<file path="config.mk">
export PLATFORM = sky130hd
export DESIGN_NAME = sub_arbiter_flat
export DESIGN_NICKNAME = d
export VERILOG_FILES = /design/src/rtl/sub_arbiter_if.sv /design/src/rtl/sub_arbiter.sv /design/src/flat_wrapper.sv
export SDC_FILE = /design/constraint.sdc
export NUM_CORES = 1
export LEC_CHECK = 0
export BUFFER_PORTS_ARGS = -buffer_cell sky130_fd_sc_hd__buf_2
export CAP_MARGIN = 10
export CORE_MARGIN = 3
export CORE_UTILIZATION = 45
export CTS_CLUSTER_SIZE = 20
export DETAILED_ROUTE_END_ITERATION = 6
export PLACE_DENSITY = 0.92
export SYNTH_ARGS = -nofsm -noshare
export SYNTH_HDL_FRONTEND = slang
export SYNTH_SLANG_ARGS = --single-unit
</file>
<file path="constraint.sdc">
create_clock -name clk -period 3.5 [get_ports clk]
set_input_delay 0.7 -clock clk [delete_from_list [all_inputs] [get_ports clk]]
set_output_delay 0.7 -clock clk [all_outputs]
set_load 0.01 [all_outputs]
</file>
<file path="src/rtl/sub_arbiter_if.sv">
// Bundle of the arbiter's requester-side and subtractor-side signals.
// The slave modport is the arbiter itself; master is the surrounding logic.
interface sub_arbiter_if #(
    parameter int N_REQ = 4,
    parameter int W     = 16
);
    logic [N_REQ-1:0]   req;
    logic [N_REQ*W-1:0] op_a;
    logic [N_REQ*W-1:0] op_b;
    logic [N_REQ-1:0]   gnt;
    logic [W-1:0]       sub_a;
    logic [W-1:0]       sub_b;
    logic [W-1:0]       sub_s;
    logic [W-1:0]       res;
    logic               res_ovf;
    logic [1:0]         res_id;
    logic               res_valid;
    logic               busy;

    modport slave (
        input  req, op_a, op_b, sub_s,
        output gnt, sub_a, sub_b, res, res_ovf, res_id, res_valid, busy
    );

    modport master (
        output req, op_a, op_b, sub_s,
        input  gnt, sub_a, sub_b, res, res_ovf, res_id, res_valid, busy
    );
endinterface

</file>
<file path="src/rtl/sub_arbiter.sv">
// Round-robin scheduler sharing one 16-bit subtractor (s = b - a) among four
// requesters; returns the result with a signed-overflow flag and requester ID.
module sub_arbiter #(
    parameter int N_REQ = 4,
    parameter int W     = 16
) (
    input  logic         clk,
    input  logic         rst,
    sub_arbiter_if.slave bus
);
    localparam int IDW = 2;

    typedef enum logic [1:0] {IDLE, ISSUE, CAPTURE} state_t;

    state_t           state_reg;
    logic [IDW-1:0]   ptr_reg;
    logic [IDW-1:0]   id_reg;
    logic [N_REQ-1:0] gnt_reg;
    logic [W-1:0]     sub_a_reg;
    logic [W-1:0]     sub_b_reg;
    logic [W-1:0]     res_reg;
    logic             res_ovf_reg;
    logic [IDW-1:0]   res_id_reg;
    logic             res_valid_reg;
    logic             busy_reg;

    logic [W-1:0]     op_a_arr [N_REQ];
    logic [W-1:0]     op_b_arr [N_REQ];
    logic [N_REQ-1:0] req_rot;
    logic [IDW-1:0]   win_next;
    logic             win_valid;
    logic             ovf_next;

    // req_rot[k] is the request k places after the pointer, so the lowest
    // set bit of req_rot is the round-robin winner.
    genvar gi;
    generate
        for (gi = 0; gi < N_REQ; gi++) begin : g_unpack
            assign op_a_arr[gi] = bus.op_a[gi*W +: W];
            assign op_b_arr[gi] = bus.op_b[gi*W +: W];
            assign req_rot[gi]  = bus.req[IDW'(gi) + ptr_reg];
        end
    endgenerate

    always_comb begin
        win_valid = 1'b0;
        win_next  = ptr_reg;
        for (int i = N_REQ - 1; i >= 0; i--) begin
            if (req_rot[i]) begin
                win_valid = 1'b1;
                win_next  = ptr_reg + IDW'(i);
            end
        end
    end

    // Overflow when operands differ in sign and the result's sign differs from b.
    assign ovf_next = (sub_a_reg[W-1] ^ sub_b_reg[W-1]) & (bus.sub_s[W-1] ^ sub_b_reg[W-1]);

    always_ff @(posedge clk) begin
        if (rst) begin
            state_reg     <= IDLE;
            ptr_reg       <= '0;
            id_reg        <= '0;
            gnt_reg       <= '0;
            sub_a_reg     <= '0;
            sub_b_reg     <= '0;
            res_reg       <= '0;
            res_ovf_reg   <= 1'b0;
            res_id_reg    <= '0;
            res_valid_reg <= 1'b0;
            busy_reg      <= 1'b0;
        end else begin
            gnt_reg       <= '0;
            res_valid_reg <= 1'b0;
            case (state_reg)
                ISSUE: begin
                    res_reg       <= bus.sub_s;
                    res_ovf_reg   <= ovf_next;
                    res_id_reg    <= id_reg;
                    res_valid_reg <= 1'b1;
                    busy_reg      <= 1'b1;
                    state_reg     <= CAPTURE;
                end
                default: begin
                    if (win_valid) begin
                        sub_a_reg <= op_a_arr[win_next];
                        sub_b_reg <= op_b_arr[win_next];
                        id_reg    <= win_next;
                        gnt_reg   <= {{(N_REQ-1){1'b0}}, 1'b1} << win_next;
                        ptr_reg   <= win_next + 2'd1;
                        busy_reg  <= 1'b1;
                        state_reg <= ISSUE;
                    end else begin
                        busy_reg  <= 1'b0;
                        state_reg <= IDLE;
                    end
                end
            endcase
        end
    end

    assign bus.gnt       = gnt_reg;
    assign bus.sub_a     = sub_a_reg;
    assign bus.sub_b     = sub_b_reg;
    assign bus.res       = res_reg;
    assign bus.res_ovf   = res_ovf_reg;
    assign bus.res_id    = res_id_reg;
    assign bus.res_valid = res_valid_reg;
    assign bus.busy      = busy_reg;
endmodule

</file>
<file path="src/flat_wrapper.sv">
// flat-port wrapper written by rule: the top's interface ports become plain ports
module sub_arbiter_flat 
#(
    parameter int N_REQ = 4,
    parameter int W     = 16
)
  (clk, rst, bus_req, bus_op_a, bus_op_b, bus_sub_s, bus_gnt, bus_sub_a, bus_sub_b, bus_res, bus_res_ovf, bus_res_id, bus_res_valid, bus_busy);
  sub_arbiter_if #(.N_REQ(N_REQ), .W(W)) bus_i ();
  input  logic clk;
  input  logic rst;
  input wire logic [$bits(bus_i.req)-1:0] bus_req;
  input wire logic [$bits(bus_i.op_a)-1:0] bus_op_a;
  input wire logic [$bits(bus_i.op_b)-1:0] bus_op_b;
  input wire logic [$bits(bus_i.sub_s)-1:0] bus_sub_s;
  output wire logic [$bits(bus_i.gnt)-1:0] bus_gnt;
  output wire logic [$bits(bus_i.sub_a)-1:0] bus_sub_a;
  output wire logic [$bits(bus_i.sub_b)-1:0] bus_sub_b;
  output wire logic [$bits(bus_i.res)-1:0] bus_res;
  output wire logic [$bits(bus_i.res_ovf)-1:0] bus_res_ovf;
  output wire logic [$bits(bus_i.res_id)-1:0] bus_res_id;
  output wire logic [$bits(bus_i.res_valid)-1:0] bus_res_valid;
  output wire logic [$bits(bus_i.busy)-1:0] bus_busy;
  assign bus_i.req = bus_req;
  assign bus_i.op_a = bus_op_a;
  assign bus_i.op_b = bus_op_b;
  assign bus_i.sub_s = bus_sub_s;
  assign bus_gnt = bus_i.gnt;
  assign bus_sub_a = bus_i.sub_a;
  assign bus_sub_b = bus_i.sub_b;
  assign bus_res = bus_i.res;
  assign bus_res_ovf = bus_i.res_ovf;
  assign bus_res_id = bus_i.res_id;
  assign bus_res_valid = bus_i.res_valid;
  assign bus_busy = bus_i.busy;
  sub_arbiter #(.N_REQ(N_REQ), .W(W)) u_core (.clk(clk), .rst(rst), .bus(bus_i));
endmodule
</file>
==> results.sh <==
export IMPL_synth_edf_count=0
export IMPL_critPathCaptureType="register"
export IMPL_synth_area_per_cell_sq_um=10.7
export IMPL_drive_above_1_share=0.510
export IMPL_via_per_inst=5.28
export IMPL_post_route_drc_count=0
export IMPL_die_height_um=87.3
export IMPL_grt_pass1_vias=3049
export IMPL_clock_skew_ns=0.0158
export IMPL_area_delta_synth_final_pct=43.5
export IMPL_layout_nets=633
export IMPL_post_dp_hpwl_mm=7.29
export IMPL_min_from="u_core.id_reg[1]$_SDFFE_PP0P_"
export IMPL_htreeDepth=3
export IMPL_routed_wirelength_mm=9.19
export IMPL_cts_tree="yes"
export IMPL_netlist_top_cells_count="mux2i_1 (63), dfxtp_1 (62), nand2_1 (27)"
export IMPL_layout_worst_path_cycle_share=0.721
export IMPL_p_leak_nw=2.16
export IMPL_crit_start="bus_req[3]"
export IMPL_clock_latency_ns=0.33
export IMPL_peakVddDrop_v=0.000324
export IMPL_crit_end="u_core.bus.sub_b[4]$_SDFFE_PP0P_"
export IMPL_cts_hold_buf=0
export IMPL_worst_hold_slack_ns=0.452
export IMPL_reg2reg_slack_ns=1.38
export IMPL_drtIter0Drc=92
export IMPL_drtAntennaViolNets=0
export IMPL_synth_most_common_cell="mux2i_1"
export IMPL_overflow=0
export IMPL_yosys_area_top_type="dfxtp_1"
export IMPL_drv_cap=0
export IMPL_die_area_sq_mm=0.00762
export IMPL_syn_inst=279
export IMPL_io_pins=207
export IMPL_chipWidth_um=87.3
export IMPL_worstPathCellList="buf_2, nor4_1, or2_1, nor2_1, nand2_1, o221ai_1"
export IMPL_ys_async_sr_fraction=0
export IMPL_grt_max_degree=27
export IMPL_cp_slowest_cell="nand2_1"
export IMPL_p_per_area_mw_per_mm2=519
export IMPL_slew_viol_final=0
export IMPL_cts_buffers=9
export IMPL_syn_nets=429
export IMPL_setup_viol=0
export IMPL_final_area_sq_mm=0.00427
export IMPL_post_cts_setup_buffer_count=0
export IMPL_synth_distinct_cells=36
export IMPL_port_buffers=206
export IMPL_num_vias=2975
export IMPL_clk_pin_slew_ns=0.07
export IMPL_clock_sinks=62
export IMPL_synthTopCellsByArea="dfxtp_1 (42%), mux2i_1 (21%), o221ai_1 (6.5%), a22o_1 (5.6%), a221oi_2 (4.5%)"
export IMPL_cp_data_arrival_time_ns=2.69
export IMPL_synth_top_area_frac=0.417
export IMPL_initial_core_util=0.483
export IMPL_hold_violations=0
export IMPL_cts_root_buffer="clkbuf_8"
export IMPL_relSlewSlack=0.370
export IMPL_cp_max_fo=24
export IMPL_required_ns=3.67
export IMPL_fmax_mhz=396
export IMPL_rows=28
export IMPL_max_stage_delay_ns=0.63
export IMPL_start_kind="input port"
export IMPL_r2r_end="u_core.bus.sub_b[14]$_SDFFE_PP0P_"
export IMPL_dpl_cell_area_sq_mm=0.00406
export IMPL_ys_flop_type="dfxtp_1"
export IMPL_synth_area_sq_mm=0.00298
export IMPL_drtPass1Iterations=4
export IMPL_grt_setup_unrepaired="false"
export IMPL_wire_per_inst_um=16.3
export IMPL_track_usage=0.234
export IMPL_min_delay_path_class="reg -> reg"
export IMPL_core_sq_mm=0.00617
export IMPL_ys_seq_area_frac=0.417
export IMPL_reg2regPathDepth=5
export IMPL_yosys_warnings=0
export IMPL_ys_seq_elements=62
export IMPL_r2r_start="u_core.state_reg[0]$_SDFF_PP0_"
export IMPL_gp_congestion=0.802
export IMPL_clockBufferDepth=2
export IMPL_worst_slew_pin_slew_ns=0.937
export IMPL_outcome="completed"
export IMPL_setup_tns_ns=0
export IMPL_grt_pass1_wl_mm=14.0
export IMPL_cts_resized=0
export IMPL_criticalPathCategory="in -> reg"
export IMPL_n_antenna_cell=0
export IMPL_antenna_found_initial=0
export IMPL_min_period_ns=2.52
-- cell usage in the layout, fill, tap and decap left out, types with 2 or more instances in the layout --
| cell | instances |
|---|---|
| a221oi_2 | 9 |
| a22o_1 | 19 |
| buf_2 | 206 |
| buf_4 | 8 |
| bufinv_16 | 2 |
| clkbuf_8 | 9 |
| clkinv_2 | 2 |
| dfxtp_1 | 62 |
| inv_1 | 4 |
| mux2i_1 | 63 |
| nand2_1 | 27 |
| nor2_1 | 11 |
| nor2b_1 | 4 |
| o21a_1 | 2 |
| o21ai_0 | 2 |
| o21bai_1 | 11 |
| o221ai_1 | 22 |
| or2_1 | 2 |
-- per-stage QoR --
stage	worst slack [ns]	std cells	total power [mW]	util
after floorplan	1.39	279	1.31	-
after global placement	0.814	547	1.54	0.658
after detailed placement	0.641	547	1.56	0.658
after CTS	1.00	563	2.24	0.693
after global routing	0.820	563	2.34	0.693
final	0.976	563	2.22	0.693
-- where the power goes --
part	internal (mW)	leakage (nW)	switching (mW)
clock network	0.400	0.106	0.275
registers	0.805	0.512	0.0536
logic	0.325	1.55	0.357
-- critical path: cells and delay by family --
| kind | cells | cell delay (ns) |
|---|---|---|
| AOI/OAI and AO/OA | 1 | 0.24 |
| buffers and inverters | 1 | 0.13 |
| and+or+nand+nor | 4 | 1.61 |
-- cells by family (layout without fill, tap and decap cells) --
kind of cell | after synthesis | count (layout) | share of synthesized area
muxes | 63 | 63 | 0.212
DFF | 62 | 62 | 0.417
AOI/OAI and AO/OA | 74 | 74 | 0.232
buffers and inverters | 26 | 235 | 0.0496
and+or+nand+nor | 54 | 54 | 0.0892
-- metal layers --
metal | wire length, um | vias to the layer above | track usage
met1 | 3330 | 1327 | 0.252
met5 | 0 | - | 0
li1 | - | 1464 | -
met3 | 849 | 21 | 0.0520
met4 | 268 | 0 | 0.114
met2 | 4740 | 163 | 0.425
-- layout make-up --
class | instances | area [sq um]
flip-flops and latches | 62 | 1240
multi-input cells | 191 | 1600
repair buffers | 215 | 1110
inverters | 4 | 15.0
clock buffers | 10 | 128
well taps | 75 | 93.8
clock inverters | 6 | 86.3
fillers | 497 | 1900
-- how the worst min path moves through the flow --
stage | endpoint | depth (start not counted)
2_1_floorplan | u_core.id_reg[1]$_SDFFE_PP0P_ | 2
3_3_place_gp | u_core.id_reg[1]$_SDFFE_PP0P_ | 2
3_5_place_dp | u_core.bus.sub_a[3]$_SDFFE_PP0P_ | 2
4_1_cts | u_core.id_reg[1]$_SDFFE_PP0P_ | 2
5_1_grt | u_core.id_reg[1]$_SDFFE_PP0P_ | 2
6_report | u_core.id_reg[1]$_SDFFE_PP0P_ | 2
(Power assumes the default switching activity.)
